==> config.mk <==
export PLATFORM = sky130hd
export DESIGN_NAME = sync_fifo_param_flat
export DESIGN_NICKNAME = d
export VERILOG_FILES = /design/src/rtl/fifo_pkg.sv /design/src/rtl/sync_fifo_param_if.sv /design/src/rtl/fifo_ram.sv /design/src/rtl/sync_fifo_param.sv /design/src/flat_wrapper.sv
export SDC_FILE = /design/constraint.sdc
export NUM_CORES = 1
export LEC_CHECK = 0
export CORE_MARGIN = 2
export CORE_UTILIZATION = 32
export DETAILED_ROUTE_END_ITERATION = 6
export GPL_ROUTABILITY_DRIVEN = 0
export PLACE_DENSITY = 0.52
export SLEW_MARGIN = 40
export SYNTH_ARGS = -nofsm -noshare
export SYNTH_HDL_FRONTEND = slang
export SYNTH_HIERARCHICAL = 1
export SYNTH_SLANG_ARGS = --single-unit
==> constraint.sdc <==
create_clock -name clk -period 3.2 [get_ports clk]
set_input_delay 0.64 -clock clk [delete_from_list [all_inputs] [get_ports clk]]
set_output_delay 0.64 -clock clk [all_outputs]
set_load 0.01 [all_outputs]
==> src/rtl/fifo_pkg.sv <==
// fifo_pkg: read-mode constants and count sizing shared by the parametrised FIFO
package fifo_pkg;
  localparam int FIFO_STD = 0;
  localparam int FIFO_FWFT = 1;
  function automatic int cnt_w(input int depth);
    return $clog2(depth + 1);
  endfunction
endpackage

==> src/rtl/sync_fifo_param_if.sv <==
// sync_fifo_param_if: producer/consumer side of the FIFO, strobes active-low
interface sync_fifo_param_if #(
  parameter int DATA_WIDTH = 8,
  parameter int DEPTH = 16
);
  import fifo_pkg::*;
  localparam int CW = cnt_w(DEPTH);
  logic flush;
  logic wr_n;
  logic rd_n;
  logic [DATA_WIDTH-1:0] data_in;
  logic [DATA_WIDTH-1:0] data_out;
  logic rd_valid;
  logic full;
  logic empty;
  logic almost_full;
  logic almost_empty;
  logic [CW-1:0] count;
  logic over_flow;
  logic under_flow;
  modport master(
    output flush, wr_n, rd_n, data_in,
    input data_out, rd_valid, full, empty, almost_full, almost_empty, count, over_flow, under_flow
  );
  modport slave(
    input flush, wr_n, rd_n, data_in,
    output data_out, rd_valid, full, empty, almost_full, almost_empty, count, over_flow, under_flow
  );
endinterface

==> src/rtl/fifo_ram.sv <==
// fifo_ram: storage array, synchronous write and asynchronous read, no reset
module fifo_ram #(
  parameter int DATA_WIDTH = 8,
  parameter int DEPTH = 16,
  localparam int PW = $clog2(DEPTH)
) (
  input  logic clk,
  input  logic we,
  input  logic [PW-1:0] waddr,
  input  logic [DATA_WIDTH-1:0] wdata,
  input  logic [PW-1:0] raddr,
  output logic [DATA_WIDTH-1:0] rdata
);
  logic [DATA_WIDTH-1:0] mem [DEPTH];
  always_ff @(posedge clk) if (we) mem[waddr] <= wdata;
  assign rdata = mem[raddr];
endmodule

==> src/rtl/sync_fifo_param.sv <==
// sync_fifo_param: single-clock FIFO with occupancy count, threshold flags, flush
// and registered or first-word-fall-through read data.
module sync_fifo_param import fifo_pkg::*; #(
  parameter int DATA_WIDTH = 8,
  parameter int DEPTH = 16,
  parameter int AF_LEVEL = DEPTH - 2,
  parameter int AE_LEVEL = 2,
  parameter int FWFT = FIFO_STD
) (
  input logic clk,
  input logic rst_n,
  sync_fifo_param_if.slave bus
);
  localparam int CW = cnt_w(DEPTH);
  localparam int PW = $clog2(DEPTH);
  logic [PW-1:0] wr_ptr, rd_ptr;
  logic [CW-1:0] cnt, cnt_nxt;
  logic [DATA_WIDTH-1:0] head, dout_q;
  logic full_q, empty_q, af_q, ae_q, ovf_q, udf_q, vld_q;
  logic wr_acc, rd_acc;
  function automatic logic [PW-1:0] inc(input logic [PW-1:0] p);
    return p == PW'(DEPTH - 1) ? '0 : p + PW'(1);
  endfunction
  // a read frees a slot in the same cycle, so a full FIFO still takes a write alongside it
  always_comb begin
    rd_acc = !bus.flush && !bus.rd_n && !empty_q;
    wr_acc = !bus.flush && !bus.wr_n && (!full_q || rd_acc);
    cnt_nxt = bus.flush ? '0 : cnt + CW'(wr_acc) - CW'(rd_acc);
  end
  fifo_ram #(.DATA_WIDTH(DATA_WIDTH), .DEPTH(DEPTH)) u_ram (
    .clk(clk),
    .we(wr_acc),
    .waddr(wr_ptr),
    .wdata(bus.data_in),
    .raddr(rd_ptr),
    .rdata(head)
  );
  always_ff @(posedge clk or negedge rst_n) begin
    if (!rst_n) begin
      wr_ptr <= '0;
      rd_ptr <= '0;
      cnt <= '0;
      full_q <= 1'b0;
      empty_q <= 1'b1;
      af_q <= 1'b0;
      ae_q <= 1'b1;
      ovf_q <= 1'b0;
      udf_q <= 1'b0;
      vld_q <= 1'b0;
      dout_q <= '0;
    end else begin
      wr_ptr <= bus.flush ? '0 : wr_acc ? inc(wr_ptr) : wr_ptr;
      rd_ptr <= bus.flush ? '0 : rd_acc ? inc(rd_ptr) : rd_ptr;
      cnt <= cnt_nxt;
      full_q <= cnt_nxt == CW'(DEPTH);
      empty_q <= cnt_nxt == '0;
      af_q <= cnt_nxt >= CW'(AF_LEVEL);
      ae_q <= cnt_nxt <= CW'(AE_LEVEL);
      ovf_q <= !bus.flush && !bus.wr_n && !wr_acc;
      udf_q <= !bus.flush && !bus.rd_n && empty_q;
      vld_q <= rd_acc;
      dout_q <= rd_acc ? head : dout_q;
    end
  end
  // in FWFT the head is shown directly; masked to zero while empty so reset reads as 0
  assign bus.data_out = FWFT == FIFO_FWFT ? (empty_q ? '0 : head) : dout_q;
  assign bus.rd_valid = FWFT == FIFO_FWFT ? !empty_q : vld_q;
  assign bus.count = cnt;
  assign bus.full = full_q;
  assign bus.empty = empty_q;
  assign bus.almost_full = af_q;
  assign bus.almost_empty = ae_q;
  assign bus.over_flow = ovf_q;
  assign bus.under_flow = udf_q;
endmodule

==> src/flat_wrapper.sv <==
// flat-port wrapper written by rule: the top's interface ports become plain ports
module sync_fifo_param_flat import fifo_pkg::*;
#(
  parameter int DATA_WIDTH = 8,
  parameter int DEPTH = 16,
  parameter int AF_LEVEL = DEPTH - 2,
  parameter int AE_LEVEL = 2,
  parameter int FWFT = FIFO_STD
)
  (clk, rst_n, bus_flush, bus_wr_n, bus_rd_n, bus_data_in, bus_data_out, bus_rd_valid, bus_full, bus_empty, bus_almost_full, bus_almost_empty, bus_count, bus_over_flow, bus_under_flow);
  sync_fifo_param_if #(.DATA_WIDTH(DATA_WIDTH), .DEPTH(DEPTH)) bus_i ();
  input logic clk;
  input logic rst_n;
  input wire logic [$bits(bus_i.flush)-1:0] bus_flush;
  input wire logic [$bits(bus_i.wr_n)-1:0] bus_wr_n;
  input wire logic [$bits(bus_i.rd_n)-1:0] bus_rd_n;
  input wire logic [$bits(bus_i.data_in)-1:0] bus_data_in;
  output wire logic [$bits(bus_i.data_out)-1:0] bus_data_out;
  output wire logic [$bits(bus_i.rd_valid)-1:0] bus_rd_valid;
  output wire logic [$bits(bus_i.full)-1:0] bus_full;
  output wire logic [$bits(bus_i.empty)-1:0] bus_empty;
  output wire logic [$bits(bus_i.almost_full)-1:0] bus_almost_full;
  output wire logic [$bits(bus_i.almost_empty)-1:0] bus_almost_empty;
  output wire logic [$bits(bus_i.count)-1:0] bus_count;
  output wire logic [$bits(bus_i.over_flow)-1:0] bus_over_flow;
  output wire logic [$bits(bus_i.under_flow)-1:0] bus_under_flow;
  assign bus_i.flush = bus_flush;
  assign bus_i.wr_n = bus_wr_n;
  assign bus_i.rd_n = bus_rd_n;
  assign bus_i.data_in = bus_data_in;
  assign bus_data_out = bus_i.data_out;
  assign bus_rd_valid = bus_i.rd_valid;
  assign bus_full = bus_i.full;
  assign bus_empty = bus_i.empty;
  assign bus_almost_full = bus_i.almost_full;
  assign bus_almost_empty = bus_i.almost_empty;
  assign bus_count = bus_i.count;
  assign bus_over_flow = bus_i.over_flow;
  assign bus_under_flow = bus_i.under_flow;
  sync_fifo_param #(.DATA_WIDTH(DATA_WIDTH), .DEPTH(DEPTH), .AF_LEVEL(AF_LEVEL), .AE_LEVEL(AE_LEVEL), .FWFT(FWFT)) u_core (.clk(clk), .rst_n(rst_n), .bus(bus_i));
endmodule
==> impl_metrics.yaml, run 1 <==
outcome:
  status: "finished, final reports clean"
drt:
  wl_per_cell_um: 19.7
  drc: 0
  firstDrtPassIters: 5
  routed-via-count: 3287
  vias_per_cell: 4.86
  routed_wl_mm: 13.3
  drtIter0Drc: 262
  ant_nets: 0
worst_setup_path:
  cp-start-kind: "primary input"
  required_ns: 3.57
  path_class: "primary input to flop"
  end_kind: "flop"
  reg2reg_slack_ns: 0.44
  arrival_ns: 3.38
  crit_path_max_fanout: 5
timing:
  finalHoldViolCount: 0
  fmaxAchievable_mhz: 333
  fin_skew_ns: 0.00858
  grt_setup_unrepaired: "no"
  period_share: 0.939
  slew_headroom: 0.479
  finalMaxSlewViolations: 0
  worst_pin_slew_ns: 0.781
  tns_ns: 0
  fin_hold_ws_ns: 0.506
  period_needed_ns: 3.00
  setup_violations: 0
synthesis:
  syn_inst: 333
  yosys_warnings: 6
  synth-edff-count: 128
  synth_common_cells: "128 x edfxtp_1, 26 x dfrtp_1, 21 x nor2_1"
  synth_ff_type: "edfxtp_1"
  async_reset_ff_frac: 0.179
  yosys.area.top_type: "edfxtp_1"
  synth-seq-cells: 156
  ys_types: 40
  synth_nets: 354
  synth_area_mm2: 0.00629
  netlist.area_leader.share: 0.611
  synthTopCellsByArea: "edfxtp_1 61%, dfrtp_1 10%, mux4_2 6.4%, mux4_1 5.8%, a22oi_1 1.9%"
  postSynthAreaPerCell_um2: 18.9
  yosysMostFrequentCell: "edfxtp_1"
  yosysSeqAreaShare: 0.722
placement:
  hpwl_mm: 8.26
  io_buffers: 32
global_routing:
  antenna_found_initial: 0
  grt_overflow: 0
  met2_usage: 0.232
  grtUsageMet1: 0.176
  grt_most_used_layer: "met2"
  grt.total_usage: 0.139
  grt_pass1_wl_mm: 20.4
  grt_max_degree: 37
  grt_use_met3: 0.0364
  grt_pass1_vias: 3456
die:
  io_pins: 33
  start_util: 0.324
  die_h_um: 144
  row_count: 51
  die_w_um: 144
  coreArea_mm2: 0.0194
  die-area_mm2: 0.0208
cts:
  clockRootBuffer: "clkbuf_16"
  path_clk_slew_ns: 0.06
  clk_latency_ns: 0.43
  cts_buffer_depth: 2
  cts.repair.resized: 0
  h-tree-depth: 4
  clkSinkCount: 156
  cts-hold-fix-buffers: 0
  cts_setup_buffers: 0
  cts_buffers: 17
  cts_tree: "built"
power_and_ir_drop:
  pwr-share-comb: 0.211
  p_per_area_mw_per_mm2: 759
  sw_frac_of_total: 0.264
  power_frac_seq: 0.420
  internal-power_uw: 4310
  leakagePower_uw: 0.00264
  clkPwrFrac: 0.369
  p_switching_uw: 1540
  p_total_uw: 5850
  peakVddDrop_uv: 394
finish:
  final_core_util: 0.397
  multiInputGateArea_mm2: 0.00163
  drive_above_1_share: 0.231
  nets: 420
  area_growth_pct: 22.4
  fillers: 1809
  ff_latch_area_mm2: 0.00455
  num_antenna_cells: 0
min_path:
  hp-class: "flop to flop"
run:
  cap_violations: 0
==> path summary, 6_finish.rpt <==
check	startpoint	endpoint	depth (start not counted)
min in group asynchronous	rst_n	u_core/bus.count[1]$_DFF_PN0_	2
max in group asynchronous	rst_n	u_core/rd_ptr[0]$_DFFE_PN0P_	2
setup reg to reg	u_core/bus.empty$_DFF_PN1_	u_core/bus.empty$_DFF_PN1_	10
hold / removal	u_core/bus.data_out[7]$_DFFE_PN0P_	u_core/bus.data_out[7]$_DFFE_PN0P_	1
setup / recovery	bus_flush	u_core/bus.empty$_DFF_PN1_	11
hold reg to reg	u_core/bus.data_out[7]$_DFFE_PN0P_	u_core/bus.data_out[7]$_DFFE_PN0P_	1
==> routing by layer <==
metal	part of all wire	up-vias
met5	0	-
met4	0.017	0
met3	0.051	20
met2	0.50	95
met1	0.43	1699
li1	-	1473
==> power by group through the flow <==
stage	combinational, µW	sequential [µW]	clock [µW]
2_1_floorplan	696	2520	0
3_3_place_gp	1190	2500	0
3_5_place_dp	1250	2500	0
4_1_cts	1250	2460	2210
5_1_grt	1350	2470	2290
6_report	1230	2450	2160
==> cell usage in the layout, fill, tap and decap left out, drive strengths merged, types with 4 or more instances in the layout <==
cell type	count
nand2b	6
clkbuf	17
a22oi	16
a31oi	4
mux2	8
clkdlybuf4s50	32
nand2	20
xor2	4
mux4	32
dfrtp	26
bufinv	4
nor2	21
nor3	5
ha	7
edfxtp	128
inv	11
o21ai	5
buf	28
==> metrics by stage <==
step                      worst slack [ns]  instance area [µm²]  instances
final                                0.195                 7710        677
after global routing               0.00567                 7710        677
after CTS                            0.230                 7700        677
after detailed placement            -0.204                 7070        645
after global placement             -0.0491                 7070        645
after floorplan                      0.300                 6290        333
==> registers in the layout, indices dropped and copies added (netlist names) <==
| name | cells |
|---|---|
| u_core/bus.data_out | 8 |
| u_core/bus.empty | 1 |
| u_core/bus.under_flow | 1 |
| u_core/bus.almost_empty | 1 |
| u_core/u_ram/mem | 128 |
| u_core/bus.count | 5 |
| u_core/wr_ptr | 4 |
| u_core/bus.almost_full | 1 |
| u_core/rd_ptr | 4 |
| u_core/bus.full | 1 |
| u_core/bus.rd_valid | 1 |
| u_core/bus.over_flow | 1 |
==> critical path, stage by stage <==
cell and delay [ns]:
clkdlybuf4s50_1 0.50, nor2_1 0.18, nand2_1 0.10, ha_1 0.29, inv_1 0.04, ha_1 0.21
fa_1 0.43, a21o_2 0.21, a21oi_1 0.21, xnor2_1 0.29, a41o_2 0.28
==> cell families after synthesis <==
family | Yosys count | share of synthesized area
flops | 156 | 0.722
simple gates | 70 | 0.0577
mux | 40 | 0.137
compound gates | 34 | 0.0378
buf+inv | 19 | 0.0195
fa+ha+maj | 8 | 0.0171
xor+xnor | 6 | 0.00835
==> layout make-up <==
type,count,share of cell area
Tap cell,265,0.0430
Multi-Input combinational cell,158,0.211
Timing Repair Buffer,60,0.0705
Sequential cell,156,0.590
Inverter,6,0.00292
Clock inverter,15,0.0271
Clock buffer,17,0.0552
(Power assumes the default switching activity.)
==> run 2, diff against run 1 <==
--- a/config.mk
+++ b/config.mk
@@ -5,6 +5,7 @@
 export SDC_FILE = /design/constraint.sdc
 export NUM_CORES = 1
 export LEC_CHECK = 0
+export CAP_MARGIN = 20
 export CORE_MARGIN = 2
 export CORE_UTILIZATION = 32
 export DETAILED_ROUTE_END_ITERATION = 6
==> results of run 2 <==
Same layout as run 1: the final DEF is identical, and so are final timing and power.
